[src/rtl/input_conditioner.sv]
// Conditions asynchronous board pins into clean levels, rise/fall strobes and a long-press strobe.
// Latency: SYNC_STAGES+DEBOUNCE_CYCLES edges from the first sampling edge to level_o/rise_o/fall_o.
// No backpressure: outputs are free-running levels and one-cycle strobes.
module input_conditioner #(
   parameter int              N_CH            = 4,
   parameter int              SYNC_STAGES     = 2,
   parameter int              DEBOUNCE_CYCLES = 20000,
   parameter int              LONG_CYCLES     = 2**22,
   parameter logic [N_CH-1:0] INVERT          = '0
) (
   input  logic            clk,
   input  logic            reset,
   input  logic [N_CH-1:0] raw_i,
   output logic [N_CH-1:0] level_o,
   output logic [N_CH-1:0] rise_o,
   output logic [N_CH-1:0] fall_o,
   output logic [N_CH-1:0] long_o
);

   localparam int CNT_W = $clog2(DEBOUNCE_CYCLES + 1);
   localparam int LC_W  = $clog2(LONG_CYCLES + 1);
   localparam logic [CNT_W-1:0] DEB_LAST = CNT_W'(DEBOUNCE_CYCLES - 1);
   localparam logic [LC_W-1:0]  LC_LAST  = LC_W'(LONG_CYCLES - 1);

   logic [N_CH-1:0]  sync_q [SYNC_STAGES];
   logic [N_CH-1:0]  s;

   logic [N_CH-1:0]  level_q, level_d;
   logic [N_CH-1:0]  rise_q, rise_d;
   logic [N_CH-1:0]  fall_q, fall_d;
   logic [N_CH-1:0]  long_q, long_d;
   logic [N_CH-1:0]  done_q, done_d;
   logic [CNT_W-1:0] cnt_q [N_CH];
   logic [CNT_W-1:0] cnt_d [N_CH];
   logic [LC_W-1:0]  lc_q  [N_CH];
   logic [LC_W-1:0]  lc_d  [N_CH];

   // Synchroniser chain; polarity is fixed up before the first flop so everything after is active-high.
   always_ff @(posedge clk) begin
      if (reset) begin
         for (int i = 0; i < SYNC_STAGES; i++) sync_q[i] <= '0;
      end else begin
         sync_q[0] <= raw_i ^ INVERT;
         for (int i = 1; i < SYNC_STAGES; i++) sync_q[i] <= sync_q[i-1];
      end
   end

   assign s = sync_q[SYNC_STAGES-1];

   // Debounce, edge strobes and long-press detection for every channel.
   always_comb begin
      level_d = level_q;
      done_d  = done_q;
      long_d  = '0;
      cnt_d   = cnt_q;
      lc_d    = lc_q;
      for (int ch = 0; ch < N_CH; ch++) begin
         if (s[ch] == level_q[ch]) begin
            cnt_d[ch] = '0;
         end else if (cnt_q[ch] == DEB_LAST) begin
            level_d[ch] = s[ch];
            cnt_d[ch]   = '0;
         end else begin
            cnt_d[ch] = cnt_q[ch] + CNT_W'(1);
         end

         if (!level_q[ch]) begin
            lc_d[ch]   = '0;
            done_d[ch] = 1'b0;
         end else if (!done_q[ch]) begin
            lc_d[ch] = lc_q[ch] + LC_W'(1);
            if (lc_q[ch] == LC_LAST) begin
               done_d[ch] = 1'b1;
               // A release accepted on this very edge wins: fall and long never coincide.
               long_d[ch] = level_d[ch];
            end
         end
      end
      rise_d = level_d & ~level_q;
      fall_d = ~level_d & level_q;
   end

   // Per-channel state registers.
   always_ff @(posedge clk) begin
      if (reset) begin
         level_q <= '0;
         rise_q  <= '0;
         fall_q  <= '0;
         long_q  <= '0;
         done_q  <= '0;
         for (int ch = 0; ch < N_CH; ch++) begin
            cnt_q[ch] <= '0;
            lc_q[ch]  <= '0;
         end
      end else begin
         level_q <= level_d;
         rise_q  <= rise_d;
         fall_q  <= fall_d;
         long_q  <= long_d;
         done_q  <= done_d;
         cnt_q   <= cnt_d;
         lc_q    <= lc_d;
      end
   end

   assign level_o = level_q;
   assign rise_o  = rise_q;
   assign fall_o  = fall_q;
   assign long_o  = long_q;

endmodule

[config.mk]
export PLATFORM = sky130hd
export DESIGN_NAME = input_conditioner
export DESIGN_NICKNAME = d
export VERILOG_FILES = /design/src/rtl/input_conditioner.sv
export SDC_FILE = /design/constraint.sdc
export NUM_CORES = 1
export LEC_CHECK = 0
export CORE_MARGIN = 3
export CORE_UTILIZATION = 55
export DETAILED_ROUTE_END_ITERATION = 12
export GPL_TIMING_DRIVEN = 0
export PLACE_DENSITY = 0.75
export SLEW_MARGIN = 40
export SYNTH_ARGS = -nofsm -noshare
export SYNTH_HDL_FRONTEND = slang
export SYNTH_SLANG_ARGS = --single-unit
[constraint.sdc]
create_clock -name clk -period 1.75 [get_ports clk]
set_input_delay 0.35 -clock clk [delete_from_list [all_inputs] [get_ports clk]]
set_output_delay 0.35 -clock clk [all_outputs]
set_load 0.01 [all_outputs]
After elaboration in Yosys (flattened, before gate mapping):

Memories as Yosys holds them, arrays and structs flattened.
Cells that the tools add are included.

* bits in registers: 172
* RAM bits: 8
* input bits: 6
* output and inout port bits: 16
* word-level logic and storage cells: 87
* memories: 1

Memory list
* sync_q: depth 2, width 4, rd ports 2, clocked after memory_dff 0, wr ports 2, RTL line 25 `logic [N_CH-1:0] sync_q [SYNC_STAGES];`

* add/sub/neg operators: 8
* equal/unequal tests: 12
* muxes and demuxes: 21
* bitwise logic cells: 14
* reduce and logical (&&, ||, !) cells: 12

Operators by type and width (number)
* adder 23 x 1 -> 23 bit, second input constant: 4
* equality test 23 x 22 -> 1 bit, second input constant: 4
* adder 15 x 1 -> 15 bit, second input constant: 4
* equality test 15 bit, second input constant: 4
* 2-to-1 mux 1 bit: 19
* OR reduction 4 bit: 4
* OR reduction 3 bit: 4
* AND 4 bit: 2
* 2-to-1 mux 4 bit: 2
* inverter 1 bit: 8
* inverter 4 bit: 2
* OR reduction 2 bit: 4
* equality test 1 bit: 4
* bitwise OR 1 bit: 2

Longest topological paths before layout:

* word-level depth: 5
* gate-level depth with buffers: 7
* depth with buffers taken out: 5

Worst setup path after synthesis:

No wires, ideal clock.

* path type: register to register
* start: reg lc_q[46] (netlist name)
* end: reg lc_q[66] (netlist name)
* setup time: 0.132 ns
* arrival: 1.685 ns
* data required time: 1.618 ns
* slack: -0.067 ns
* stages on the path, launching flop included: 6
* path buffers: 0
* period minus slack after synthesis: 1.817 ns
* path through: dfxtp_1 > ha_1 > nand4_1 > or4b_2 > o31ai_1 > a21oi_1

* cells in the longest elaborated chain, start to end: 1

Ends and longest elaborated chain
* from (decl): RTL line 35 `logic [LC_W-1:0] lc_q [N_CH];`
* from (signal assigned): RTL line 102 `lc_q <= lc_d;`
* adder 23 x 1 -> 23 bit: RTL line 71 `lc_d[ch] = lc_q[ch] + LC_W'(1);`

No other way between the ends.
A chain may end at the register's enable or synchronous reset.

Worst setup path in the final report:

* start: reg cnt_q[57] (netlist name)
* end: reg cnt_q[50] (netlist name)

* cells in the longest elaborated chain, start to end: 2

Ends and longest elaborated chain
* from (decl): RTL line 33 `logic [CNT_W-1:0] cnt_q [N_CH];`
* from (signal assigned): RTL line 101 `cnt_q <= cnt_d;`
* equality test 15 bit: RTL line 60 `end else if (cnt_q[ch] == DEB_LAST) begin`
* OR reduction 3 bit (no line)

No other way between the ends.

==> PnR_summary.wiki <==
{| class="wikitable"
! Metric !! Value
|-
| Result of the run || complete, but fails checks
|-
| Violated checks || setup timing
|-
| Aggregate global routing overflow || 0
|-
| Number of H-tree levels || 4
|-
| Worst Hold Class || reg -> reg
|-
| Row count || 42
|-
| Number of iterations in the first detailed-routing pass || 4
|-
| Vertical extent of the die || 125 µm
|-
| Hold Path Origin || sync_q[0][3]
|-
| Antenna Nets Post-Route || 0
|-
| Initial antenna violation count || 0
|-
| Clock sinks || 180
|-
| Number of buffers on the longest clock path || 2
|-
| Worst hold path endpoint || sync_q[0][7]
|-
| Number of antenna diodes || 0
|-
| Number of enable-type register cells in the synthesized netlist || 0
|-
| Share of cells above drive strength 1 || 0.199
|-
| Hold violation count in the final report || 0
|-
| Mean Syn Cell Area || 8.81 µm²
|-
| Hold WS || between 0.4 and 0.5 ns
|-
| I/O pins || 22
|-
| Type of element capturing the critical path || register
|-
| Reg-to-Reg End || cnt_q[50]
|-
| Final wirelength || 16.5 mm
|-
| Area contributors post-synth || sky130_fd_sc_hd__dfxtp_1, sky130_fd_sc_hd__nor2_1, sky130_fd_sc_hd__xnor2_1
|-
| Min cycle time layout || 1.94 ns
|-
| Sequential element share of the synthesized area || 0.462
|-
| Worst Path Max Fanout || 5
|-
| Most frequent cells after synthesis || sky130_fd_sc_hd__dfxtp_1, sky130_fd_sc_hd__nor2_1, sky130_fd_sc_hd__nand2_1, sky130_fd_sc_hd__xnor2_1, sky130_fd_sc_hd__nand3_1
|-
| Buffer type at the clock tree root || sky130_fd_sc_hd__clkbuf_16
|-
| DIE AREA || between 15000 and 20000 µm²
|-
| # port buffers || 21
|-
| Most numerous cell in the Yosys netlist || sky130_fd_sc_hd__dfxtp_1
|-
| Clock buffer count from CTS || 17
|-
| Core region area || 13600 µm²
|-
| Most used flip-flop cell after synthesis || sky130_fd_sc_hd__dfxtp_1
|-
| Final max-slew violation count || 0
|-
| Final period utilization || 1.11
|-
| Number of vias per cell || 5.57
|-
| Ordered cell list for the critical path || or4b_4, or4_4, nand2_8, buf_12, buf_12, nor2_4
|-
| Via count of the first global-routing pass || approximately 6000
|-
| Number of warnings reported in the yosys synthesis log || 0
|-
| Worst Hold Path Cells || 1
|-
| Post-synth top area share || 0.462
|-
| Worst slew margin relative to its limit || 0.639
|-
| Post-detail-place hpwl || ~9.8 mm
|-
| Clock skew || 0.0100 ns
|-
| Syn nets || 899
|-
| Launch instance of the worst register-to-register path || cnt_q[57]
|-
| Final #Nets || between 900 and 1000
|-
| Number of distinct standard cells referenced by the synthesized netlist || 46
|-
| Reg-to-reg setup timing slack || -0.19 ns
|-
| Relative area change from synthesis to final layout || 23.6%
|-
| Maximum resistive drop on vdd || 0.000775 V
|-
| Initial standard-cell utilization of the core || 0.575
|-
| Number of design rule violations left after detail routing || 0
|-
| Cell repeated most along the worst path || sky130_fd_sc_hd__buf_12
|-
| Post-synthesis sequential element count || 180
|-
| Mapped Cells || 885
|-
| Clock latency on the worst-skew pair || 0.42 ns
|-
| Total global-route track usage || 0.208
|-
| Width of the die || about 130 µm
|-
| Required time of the critical path || 2.05 ns
|-
| First DRT Iteration DRCs || between 300 and 400
|-
| Critical path startpoint category || register
|-
| Cell Pwr Density || 836 nW/µm²
|-
| Async set-or-reset flop fraction in the synthesized netlist || 0
|-
| First-pass GRT wire length || 27.5 mm
|-
| Setup repair after global routing missed its margin || yes
|-
| Slowest CP cell || sky130_fd_sc_hd__or4_4
|-
| Max Cap Violations || 0
|-
| Clock-pin slew on the worst setup and hold paths || 0.06 ns
|-
| Slew at the pin closest to its max-slew limit || 0.541 ns
|-
| TritonCTS clock tree || done
|-
| Detailed-route wire length per cell || 14.4 µm
|-
| Start-to-end type of the worst setup path || reg -> reg
|-
| Synthesized cell area || 7790 µm²
|-
| DP Worst Slack || -0.819 ns
|-
| Leakage Power || 0.00313 µW
|-
| FF-to-FF path depth || 6
|-
| Max Clock Freq || 0.514 GHz
|-
| Largest net degree at the start of global routing || 17
|-
| Yosys top cell by area || sky130_fd_sc_hd__dfxtp_1
|-
| Worst endpoint data arrival time || 2.25 ns
|-
| Final worst-path setup slack || -0.195 ns
|-
| Final weighted congestion of routability-driven global placement || roughly 0.81
|-
| Final number of setup-violating endpoints || 38
|-
| Vias after detailed routing || 6408
|-
| Stage delay of the slowest cell on the critical path || 0.58 ns
|}
==> report_power, final <==
| group | leakage [µW] | internal (µW) | total, µW | switching (µW) |
|---|---|---|---|---|
| combinational | 0.00137 | 44.5 | 86.5 | 41.9 |
| clock | 0.000287 | 2290 | 3860 | 1570 |
| sequential | 0.00147 | 4090 | 4100 | 9.59 |
| total | 0.00313 | 6430 | 8050 | 1630 |
==> worst max-delay path by stage <==
stage                     slack (ns)         to  depth (start not counted)      start
after floorplan                -0.05  cnt_q[57]                          6  cnt_q[58]
after global placement         -0.83   lc_q[53]                          6      reset
after detailed placement       -0.82   lc_q[54]                          6      reset
after CTS                      -0.13  cnt_q[54]                          6  cnt_q[51]
after global routing           -0.21  long_o[0]                          5  cnt_q[57]
final                          -0.19  cnt_q[50]                          6  cnt_q[57]
==> through the flow <==
stage	cells	setup TNS (ns)	area (µm²)	power [µW]	util
final	1151	-4.25	9630	8050	0.710
after global routing	1151	-5.78	9630	8300	0.710
after CTS	1140	-3.05	9350	8120	0.690
after detailed placement	1082	-68.38	8240	4270	0.608
after global placement	1082	-66.81	8240	4270	0.608
after floorplan	885	-0.974	7810	4240	-
==> cell usage in the layout (no fill, tap or decap), types with 21 or more instances in the layout <==
cell / synthesis / layout
sky130_fd_sc_hd__dfxtp_1: 180 / 146
sky130_fd_sc_hd__nor2_1: 132 / 107
sky130_fd_sc_hd__xnor2_1: 52 / 52
sky130_fd_sc_hd__dfxtp_2: 0 / 26
sky130_fd_sc_hd__nand2_1: 54 / 53
sky130_fd_sc_hd__or3_1: 26 / 24
sky130_fd_sc_hd__nand4_1: 40 / 40
sky130_fd_sc_hd__buf_4: 1 / 41
sky130_fd_sc_hd__nand3_1: 47 / 45
sky130_fd_sc_hd__a21oi_1: 42 / 40
sky130_fd_sc_hd__xor2_1: 46 / 46
sky130_fd_sc_hd__o21ai_0: 35 / 33
sky130_fd_sc_hd__nor3_1: 25 / 21
==> routing by layer <==
layer  global-route usage  vias up  routed length (µm)
li1                     -     3271                   -
met1                0.271     3002                7540
met2                0.342      115                8070
met3               0.0473       20                 694
met4               0.0708        0                 212
met5                    0        -                   0
==> final cells by class <==
cell class	instances	area, µm²
Timing Repair Buffer	68	656
Multi-Input combinational cell	654	4270
Fill cell	1039	3930
Clock inverter	12	154
Clock buffer	20	447
Tap cell	176	220
Inverter	17	63.8
Buffer	24	154
Sequential cell	180	3670
==> state kept, by name, indices dropped and copies added (netlist names) <==
name and count:
lc_q 92, cnt_q 60, sync_q 8, done_q 4, fall_o 4, level_o 4
long_o 4, rise_o 4
==> repair_timing <==
action,4_1_cts,5_1_grt
resized for setup,69,79
hold endpoints to repair,0,0
cloned,2,1
endpoints found under the setup margin,125,143
pin swaps,29,22
buffers inserted,29,17
hold buffers,0,0
==> logic make-up (layout without fill, tap and decap cells) <==
kind of cell,Yosys count,in the layout,synth area share
buffers and inverters,51,141,0.0318
multiplexers,7,7,0.00931
AND/OR/NAND/NOR,448,448,0.307
AO/OA/AOI/OAI,93,93,0.0661
flip-flops,180,180,0.462
adder cells (fa/ha/maj),8,8,0.0128
XOR/XNOR,98,98,0.110
==> critical path, delay by kind of cell (launching register included) <==
| kind | cells | cell delay [ns] |
|---|---|---|
| buffers and inverters | 2 | 0.23 |
| DFF | 1 | 0.35 |
| and+or+nand+nor | 4 | 1.24 |
No activity file was read; power rests on OpenSTA's default activity.
